**src/rtl/wb_stage_pkg.sv**
```systemverilog
// wb_stage_pkg: shared widths and the MEM/WB pipeline slot layout
package wb_stage_pkg;
    localparam int REG_W      = 32;
    localparam int REG_ADDR_W = 5;
    localparam logic [REG_W-1:0] ZERO_WORD = '0;
    typedef struct packed {
        logic                  valid;
        logic [REG_ADDR_W-1:0] wd;
        logic                  wreg;
        logic [REG_W-1:0]      wdata;
        logic                  whilo;
        logic [REG_W-1:0]      hi;
        logic [REG_W-1:0]      lo;
        logic                  llbit_we;
        logic                  llbit_value;
    } wb_slot_t;
    localparam wb_slot_t BUBBLE = '0;
endpackage

```
**src/rtl/wb_stage_hilo_reg.sv**
```systemverilog
// hilo_reg: architectural HI/LO storage with a single write enable
module hilo_reg
    import wb_stage_pkg::*;
(
    input  logic             clk,
    input  logic             rst,
    input  logic             we,
    input  logic [REG_W-1:0] wr_hi,
    input  logic [REG_W-1:0] wr_lo,
    output logic [REG_W-1:0] hi,
    output logic [REG_W-1:0] lo
);
    // HI/LO are written together by mult/div/mthi/mtlo results
    always_ff @(posedge clk) begin
        if (rst) begin
            hi <= ZERO_WORD;
            lo <= ZERO_WORD;
        end else if (we) begin
            hi <= wr_hi;
            lo <= wr_lo;
        end
    end
endmodule

```
**src/rtl/wb_stage.sv**
```systemverilog
// wb_stage: MEM/WB register, regfile write port, HI/LO and LLbit state, retire counter
module wb_stage
    import wb_stage_pkg::*;
#(
    parameter int CNT_W = 32
) (
    input  logic                  clk,
    input  logic                  rst,
    input  logic                  stall_mem,
    input  logic                  stall_wb,
    input  logic                  flush,
    input  logic                  mem_valid,
    input  logic [REG_ADDR_W-1:0] mem_wd,
    input  logic                  mem_wreg,
    input  logic [REG_W-1:0]      mem_wdata,
    input  logic                  mem_whilo,
    input  logic [REG_W-1:0]      mem_hi,
    input  logic [REG_W-1:0]      mem_lo,
    input  logic                  mem_llbit_we,
    input  logic                  mem_llbit_value,
    output logic                  wb_we,
    output logic [REG_ADDR_W-1:0] wb_waddr,
    output logic [REG_W-1:0]      wb_wdata,
    output logic [REG_W-1:0]      hi_o,
    output logic [REG_W-1:0]      lo_o,
    output logic                  llbit_o,
    output logic [CNT_W-1:0]      retired_o
);
    wb_slot_t         slot;
    wb_slot_t         incoming;
    logic             bubble;
    logic             hold;
    logic             llbit_reg;
    logic [REG_W-1:0] hi_reg;
    logic [REG_W-1:0] lo_reg;
    // Gather the MEM-stage results into one slot; decide bubble vs hold
    always_comb begin
        incoming = '{valid: mem_valid, wd: mem_wd, wreg: mem_wreg, wdata: mem_wdata,
                     whilo: mem_whilo, hi: mem_hi, lo: mem_lo,
                     llbit_we: mem_llbit_we, llbit_value: mem_llbit_value};
        bubble   = flush || (stall_mem && !stall_wb);
        hold     = !bubble && stall_mem;
    end
    // MEM/WB register: flush or a MEM-only stall inserts a bubble, a full stall holds
    always_ff @(posedge clk) begin
        if (rst || bubble)
            slot <= BUBBLE;
        else if (!stall_mem)
            slot <= incoming;
    end
    hilo_reg u_hilo (
        .clk   (clk),
        .rst   (rst),
        .we    (slot.whilo),
        .wr_hi (slot.hi),
        .wr_lo (slot.lo),
        .hi    (hi_reg),
        .lo    (lo_reg)
    );
    // LLbit: an exception flush clears the link even if an LL/SC is committing
    always_ff @(posedge clk) begin
        if (rst || flush)
            llbit_reg <= 1'b0;
        else if (slot.llbit_we)
            llbit_reg <= slot.llbit_value;
    end
    // Count an instruction on the edge it leaves WB, so a held one is counted once
    always_ff @(posedge clk) begin
        if (rst)
            retired_o <= '0;
        else if (slot.valid && !hold)
            retired_o <= retired_o + CNT_W'(1);
    end
    // Regfile port straight from the slot; HI/LO/LLbit reads bypass the pending write
    always_comb begin
        wb_we    = slot.wreg;
        wb_waddr = slot.wd;
        wb_wdata = slot.wdata;
        hi_o     = slot.whilo ? slot.hi : hi_reg;
        lo_o     = slot.whilo ? slot.lo : lo_reg;
        llbit_o  = slot.llbit_we ? slot.llbit_value : llbit_reg;
    end
endmodule

```
**config.mk**
```make
export PLATFORM = sky130hd
export DESIGN_NAME = wb_stage
export DESIGN_NICKNAME = d
export VERILOG_FILES = /design/src/rtl/wb_stage_pkg.sv /design/src/rtl/wb_stage_hilo_reg.sv /design/src/rtl/wb_stage.sv
export SDC_FILE = /design/constraint.sdc
export NUM_CORES = 1
export LEC_CHECK = 0
export ABC_AREA = 1
export CORE_ASPECT_RATIO = 0.75
export CORE_UTILIZATION = 25
export DETAILED_ROUTE_END_ITERATION = 7
export PLACE_DENSITY = 0.6
export SLEW_MARGIN = 20
export SYNTH_ARGS = -nofsm -noshare
export SYNTH_HDL_FRONTEND = slang
export SYNTH_SLANG_ARGS = --single-unit
export TNS_END_PERCENT = 100
```
**constraint.sdc**
```tcl
create_clock -name clk -period 1.5 [get_ports clk]
set_input_delay 0.3 -clock clk [delete_from_list [all_inputs] [get_ports clk]]
set_output_delay 0.3 -clock clk [all_outputs]
set_load 0.01 [all_outputs]
```
-- Word level (Yosys, flattened, before mapping)
Index checks and enable logic that the tools add are counted.
- bits in registers: 203
- output and inout bits: 135
- add/sub/neg operators: 1
- mux-type cells: 3
- reductions and logical operators: 9
- operators by type and width (cell ; count):
    two-way mux 32 bit ; 2
    adder 32 x 1 -> 32 bit, second input constant ; 1
    logical AND 1 bit ; 3
    zero test 1 bit ; 3
    logical OR 1 bit ; 3
    two-way mux 1 bit ; 1

-- Depth between registers and ports, before layout
Gate-level depths: netlist (run 1).
- depth after elaboration: 7
- depth in mapped cells: 10
- depth with buffers taken out: 9

-- Modules after synthesis
A second synthesis (run 1) with hierarchy kept.
- cells, all modules: 1259
- area, all modules: 9211.3 um^2
- modules (own cells, without submodules) (module ; times used ; cells each ; area an instance (um^2)):
    wb_stage ; 1 ; 854 ; 6545.0
    hilo_reg ; 1 ; 405 ; 2666.3

-- Least setup slack after synthesis (run 1)
No wires, ideal clock.
- path type: register to register
- start: reg retired_o[1]
- end: reg retired_o[16]
- library setup time: 0.132 ns
- arrival time: 1.308 ns
- data required time: 1.368 ns
- path slack: 0.060 ns
- stages on the path, launching flop included: 9
- period minus slack after synthesis: 1.440 ns
- path through: dfxtp_1 ha_1 nand2_1 nor2_1 nand2_1 nor2_2 nand3_1 nor2_1 nor3b_2
- word-level cells in the longest chain between the ends: 1
- RTL lines (what ; line ; text):
    start, declared ; wb_stage.sv:27 ; output logic [CNT_W-1:0] retired_o
    start signal, assigned ; wb_stage.sv:72 ; retired_o <= retired_o + CNT_W'(1);
    adder 32 x 1 -> 32 bit ; wb_stage.sv:72 ;
No other way between the ends.
A chain may end at the register's enable or synchronous reset.

-- Worst setup path after layout (run 1)
- start: reg slot[66] (netlist name)
- end: out hi_o[5]
- word-level cells in the longest chain between the ends: 1
- RTL lines (what ; line ; text):
    start, declared ; wb_stage.sv:29 ; wb_slot_t slot;
    start signal, assigned ; wb_stage.sv:49 ; slot <= incoming;
    two-way mux 32 bit ; -- ;
    end, declared ; wb_stage.sv:24 ; output logic [REG_W-1:0] hi_o,
No other way between the ends.

==> results of run 1 <==
[final cells by class]
class                           instances  area share (%)
Inverter                               47           1.355
Clock buffer                           32           4.587
Timing Repair Buffer                  407           29.27
Sequential cell                       203           29.42
Tap cell                              435           3.905
Clock inverter                          7          0.9694
Antenna cell                            2         0.03590
Multi-Input combinational cell        778           30.46
[per-stage QoR]
stage	worst slack [ns]	utilization, %	area (µm²)	hold slack (ns)	instances
6_report	-0.3669	44.01	13940	0.2905	1911
3_3_place_gp	-0.2715	36.48	11550	0.4437	1812
5_1_grt	-0.4326	44.01	13940	0.2799	1911
4_1_cts	-0.4048	41.59	13170	0.2646	1887
2_1_floorplan	0.05992	-	8145	0.3793	1123
3_5_place_dp	-0.2630	36.48	11550	0.4435	1812
[layer usage]
layer	GRT usage [%]	share of wire, %
met2	24.31	43
met5	0	0
met3	5.089	7.0
met4	3.796	1.7
met1	22.37	48
[cells in the final DEF, fill, tap and decap left out, types with 8 or more instances in the layout]
cell type,netlist,routed
nand2_1,468,315
dfxtp_1,203,175
clkdlybuf4s50_1,0,108
buf_16,0,9
buf_4,39,125
clkbuf_16,0,27
buf_2,16,11
buf_6,2,62
a21oi_1,181,181
nand3_1,22,18
nand2_4,0,69
nand2_2,2,80
buf_12,0,15
clkdlybuf4s15_1,0,8
dlygate4sd2_1,0,38
inv_1,42,41
nor2_1,51,48
dfxtp_2,0,27
nand4_1,9,9
clkbuf_2,0,15
[worst min-delay path by stage]
stage,startpoint,end
global placement,wb_wdata[16],wb_wdata[16]
finish,rst,retired_o[27]
floorplan,flush,llbit_reg
global route,rst,retired_o[21]
detailed placement,wb_wdata[16],wb_wdata[16]
CTS,rst,retired_o[27]
[worst max-delay path, delay by kind of cell, from the launching register on]
family | cells | cell delay [ns]
flip-flops | 1 | 0.37
buffers and inverters | 4 | 0.55
AND/OR/NAND/NOR | 2 | 0.13
[what timing repair did]
| action | in CTS | in global routing |
|---|---|---|
| resized for setup | 596 | 161 |
| pin swaps | 31 | 32 |
| endpoints found under the setup margin | 138 | 101 |
| gates cloned | 10 | 5 |
| setup buffers | 26 | 17 |
| hold buffers | 0 | 0 |
[report_power, final]
group | switching (µW) | total (µW) | internal (µW)
registers | 65.5 | 5540 | 5470
logic | 493 | 1050 | 560
clock network | 2290 | 5930 | 3640
total | 2840 | 12500 | 9680
[cell families (layout without fill, tap and decap cells)]
family          count (synthesis)  count (layout)  synth area share, %
flops                         203             203                49.89
fa+ha+maj                       1               1               0.1536
xor+xnor                        5               5               0.5376
other cells                     0               2                    0
simple gates                  577             577                28.48
compound gates                195             195                12.10
buf+inv                       142             493                8.833
==> results.py, run 1 <==
metrics = {
    "run_status": {
        "status": "finished, violations left",
        "violations": "negative setup slack",
    },
    "timing": {
        "rsz0062_at_grt": "true",
        "slew_violations": 0,
        "slew_headroom_pct": 76.40,
        "finalSetupViolCount": 64,
        "period_needed_ns": 1.867,
        "finalHoldViolCount": 0,
        "skew_ns": 0.01055,
        "postLayoutSetupSlackWorst_ns": -0.3669,
        "max_freq_mhz": 535.7,
        "period_share_pct": 124.5,
        "worst_slew_pin_slew_ns": 0.3539,
        "setup-tns-final_ns": -20.84,
    },
    "die": {
        "rows": 56,
        "io_pins": 246,
        "fp.coreArea_mm2": 0.03167,
        "fp.dieW_um": 210.4,
        "start_util_pct": 25.72,
        "dieArea_mm2": 0.03331,
        "dieHeight_um": 158.3,
    },
    "worst_hold_path": {
        "hold_class": "in -> reg",
        "min_path_cells": 3,
    },
    "detailed_routing": {
        "vias": 8326,
        "route.antenna.remaining_nets": 0,
        "drt_wl_total_um": 28690,
        "drt-initial-drc-count": 362,
        "via_per_inst": 4.357,
        "wl_per_cell_um": 15.01,
        "drc": 0,
        "drtPass1Iterations": 5,
    },
    "setup_path": {
        "slowest_stage": "dfxtp_4",
        "crit_start": "slot[66]",
        "critPathCaptureType": "primary output",
        "worstPathRequired_ns": 1.20,
        "critPathLaunchType": "flop",
        "path_cells": "buf_6 > buf_12 > clkbuf_16 > nand2_2 > nand2_2 > buf_6",
        "r2r_end": "retired_o[20]",
        "timing_worst_setup_path_type": "reg -> out",
        "r2r_start": "retired_o[1]",
        "cp_max_fo": 4,
        "cp.arrival_ns": 1.57,
        "rrSetupSlack_ns": 0.04,
        "cp-endpoint": "hi_o[5]",
        "rr_worst_depth": 9,
        "cpPeakStageDelay_ns": 0.37,
    },
    "logic_synthesis": {
        "synth_area_mm2": 0.008145,
        "ys_async_sr_fraction_pct": 0,
        "yosysTopAreaCellShare_pct": 49.89,
        "synth.ff_latch_count": 203,
        "synth_warnings": 0,
        "synth-edff-count": 0,
        "netlist_top_cells_count": "nand2_1, dfxtp_1, a21oi_1",
        "yosysTopAreaCell": "dfxtp_1",
        "seq_area_frac_synth_pct": 49.89,
        "synth_area_leaders": "dfxtp_1, nand2_1, a21oi_1, buf_4, nor2_1",
        "synth.net_count": 1235,
        "synth.distinct_cells": 30,
        "synth.avg_cell_area_um2": 7.253,
        "netlist_instances": 1123,
        "post-synth-top-count-cell": "nand2_1",
        "dominantRegCellSynth": "dfxtp_1",
    },
    "clock_network": {
        "clkSlewWorstSetupHoldPaths_ns": 0.06,
        "htreeDepth": 1,
        "clk_latency_ns": 0.51,
        "cts_buffers": 23,
        "ctsRootBufferMaster": "clkbuf_16",
        "cts_max_path_buffers": 3,
        "cts_tree": "done",
        "cts.sinks": 203,
    },
    "place": {
        "dp.final_hpwl_um": 17390,
        "globalplace.congestion": 0.8138,
        "portBuffers": 245,
    },
    "grt": {
        "grtUsageTotal_pct": 16.16,
        "grt_max_degree": 65,
        "antenna_found_initial": 2,
        "grt_pass1_vias": 7880,
        "gr-total-overflow": 0,
        "grt_pass1_wl_um": 42350,
    },
    "finish": {
        "multiInputGateArea_mm2": 0.004245,
        "nFillCells": 3143,
        "top_register": "slot",
        "drive_gt1_share_pct": 33.99,
        "largest_reg_flops": 68,
        "ff_latch_area_mm2": 0.004101,
        "nets": 1572,
        "syn2layout_area_growth_pct": 71.14,
    },
    "power_and_ir_drop": {
        "power.density_mw_per_mm2": 898.1,
        "peakVddDrop_mv": 0.6081,
        "power_uw": 12520,
        "p_leak_uw": 0.006490,
    },
    "job": {
        "cap_viol_max_count": 0,
    },
}
No activity file was read; power rests on OpenSTA's default activity.
==> run 2: changes to the inputs <==
--- a/config.mk
+++ b/config.mk
@@ -10,6 +10,7 @@
 export CORE_UTILIZATION = 25
 export DETAILED_ROUTE_END_ITERATION = 7
 export PLACE_DENSITY = 0.6
+export REMOVE_ABC_BUFFERS = 1
 export SLEW_MARGIN = 20
 export SYNTH_ARGS = -nofsm -noshare
 export SYNTH_HDL_FRONTEND = slang
==> constraint.sdc (replaced) <==
create_clock -name clk -period 2.3 [get_ports clk]
set_input_delay 0.46 -clock clk [delete_from_list [all_inputs] [get_ports clk]]
set_output_delay 0.46 -clock clk [all_outputs]
set_load 0.01 [all_outputs]
==> run 2 against run 1 <==
Effect of this change:
- the flow now finishes without violations
- count of clock-buffer cells in the layout grew 3
- design area shrank 15%
- total power shrank 37%
- worst setup slack gained 0.48 ns
- core utilization shrank 6.7 points
- cell count shrank 7.4%
- critical path type unchanged
- largest cell class is now registers
- highest routed layer unchanged
==> results.py, run 2 (same netlist as run 1, synthesis figures left out) <==
metrics = {
    "place": {
        "dpl_cell_area_mm2": 0.01078,
        "dp_worst_setup_slack_ns": 0.1919,
        "portBuffers": 245,
        "globalplace.congestion": 0.8486,
        "dp.final_hpwl_um": 16210,
    },
    "grt": {
        "grt_pass1_wl_um": 38520,
        "gr-total-overflow": 0,
        "grt_max_degree": 102,
        "antenna_found_initial": 1,
        "grtUsageTotal_pct": 14.46,
        "grt_pass1_vias": 7152,
    },
    "die": {
        "fp.dieW_um": 210.4,
        "dieArea_mm2": 0.03331,
        "io_pins": 246,
        "rows": 56,
        "fp.coreArea_mm2": 0.03167,
        "start_util_pct": 25.72,
        "dieHeight_um": 158.3,
    },
    "run_status": {
        "status": "finished, final reports clean",
    },
    "setup_path": {
        "timing_worst_setup_path_type": "reg -> out",
        "slowest_stage": "dfxtp_4",
        "cpPeakStageDelay_ns": 0.47,
        "cp_max_fo": 12,
        "cp.arrival_ns": 1.72,
        "path_cells": "clkinv_8 > buf_4 > clkbuf_16 > nand2_1 > nand2_1 > dlymetal6s2s_1",
        "critPathCaptureType": "primary output",
        "critPathLaunchType": "flop",
        "crit_top_cell": "nand2_1",
        "worstPathRequired_ns": 1.84,
    },
    "clock_network": {
        "cts.sinks": 203,
        "ctsRootBufferMaster": "clkbuf_16",
        "cts_max_path_buffers": 3,
        "cts_buffers": 23,
        "clk_latency_ns": 0.52,
        "hold_buffers": 0,
        "htreeDepth": 1,
        "cts_tree": "done",
        "clkSlewWorstSetupHoldPaths_ns": 0.06,
    },
    "power_and_ir_drop": {
        "peakVddDrop_mv": 0.3812,
        "power_uw": 7851,
        "power.density_mw_per_mm2": 664.0,
        "p_leak_uw": 0.005627,
    },
    "finish": {
        "drive_gt1_share_pct": 6.377,
        "nFillCells": 3327,
        "syn2layout_area_growth_pct": 45.16,
        "final_common_cell": "nand2_1",
        "top_register": "slot",
        "final_area_mm2": 0.01182,
        "nets": 1430,
        "final_cell_mix": "nand2_1, dfxtp_1, a21oi_1, clkdlybuf4s50_1, dlymetal6s2s_1",
        "largest_reg_flops": 68,
    },
    "detailed_routing": {
        "drt_wl_total_um": 25310,
        "drc": 0,
        "vias": 7655,
        "via_per_inst": 4.327,
        "drtPass1Iterations": 5,
        "drt-initial-drc-count": 405,
        "route.antenna.remaining_nets": 0,
        "wl_per_cell_um": 14.31,
    },
    "timing": {
        "max_freq_mhz": 457.8,
        "finalHoldViolCount": 0,
        "worst_slew_pin_slew_ns": 0.5076,
        "slew_headroom_pct": 66.16,
        "slew_violations": 0,
        "period_share_pct": 94.97,
        "period_needed_ns": 2.184,
        "postLayoutSetupSlackWorst_ns": 0.1157,
        "rsz0062_at_grt": "false",
        "skew_ns": 0.008555,
        "fin_hold_ws_ns": 0.3091,
        "finalSetupViolCount": 0,
    },
    "job": {
        "cap_viol_max_count": 0,
    },
    "worst_hold_path": {
        "hold_class": "in -> reg",
    },
}
run 2: repair_timing:
item                                   in CTS  in global routing
resized for setup                           9                 77
endpoints found under the hold margin       0                  0
setup endpoints to repair                  64                 59
cloned                                      0                  4
setup buffers                               0                  5
run 2: layout make-up:
cell class	count	area (µm²)	share of cell area (%)
timing repair buffer	265	2895	24.49
inverter	47	193.9	1.640
antenna	1	2.502	0.02116
clock inverter	5	78.83	0.6667
tap	435	544.3	4.603
multi-input combinational	778	3371	28.51
sequential	203	4068	34.40
clock buffer	35	670.6	5.672
run 2: final timing paths:
check	from	end	slack (ns)	depth (start not counted)
max	slot[66]	hi_o[13]	0.12	6
min	stall_mem	slot[31]	0.31	3
max reg2reg	retired_o[1]	retired_o[14]	0.60	8
min reg2reg	slot[61]	slot[61]	0.46	2
run 2: worst max-delay path: cells and delay by family, from the launching register on:
family	cells	cell delay, ns
buffers and inverters	4	0.60
DFF	1	0.47
and+or+nand+nor	2	0.13
run 2: metal layers:
layer	track usage, %	vias up	share of wire (%)
li1	-	3929	-
met1	19.41	3481	48
met2	21.90	214	42
met3	5.030	31	8.1
met4	3.968	0	2.3
met5	0	-	0
run 2: stage by stage:
stage | TNS (ns) | std cells | utilization, %
global route | 0 | 1769 | 37.33
CTS | -7.890 | 1759 | 36.43
finish | 0 | 1769 | 37.33
global placement | 0 | 1719 | 34.04
detailed placement | 0 | 1719 | 34.04
floorplan | -120.95 | 1028 | -
run 2: power breakdown:
part	total [µW]	internal (µW)	switching, µW	leakage (µW)
Clock	3690	2220	1470	0.000368
Combinational	563	290	273	0.00362
Sequential	3600	3570	28.5	0.00164
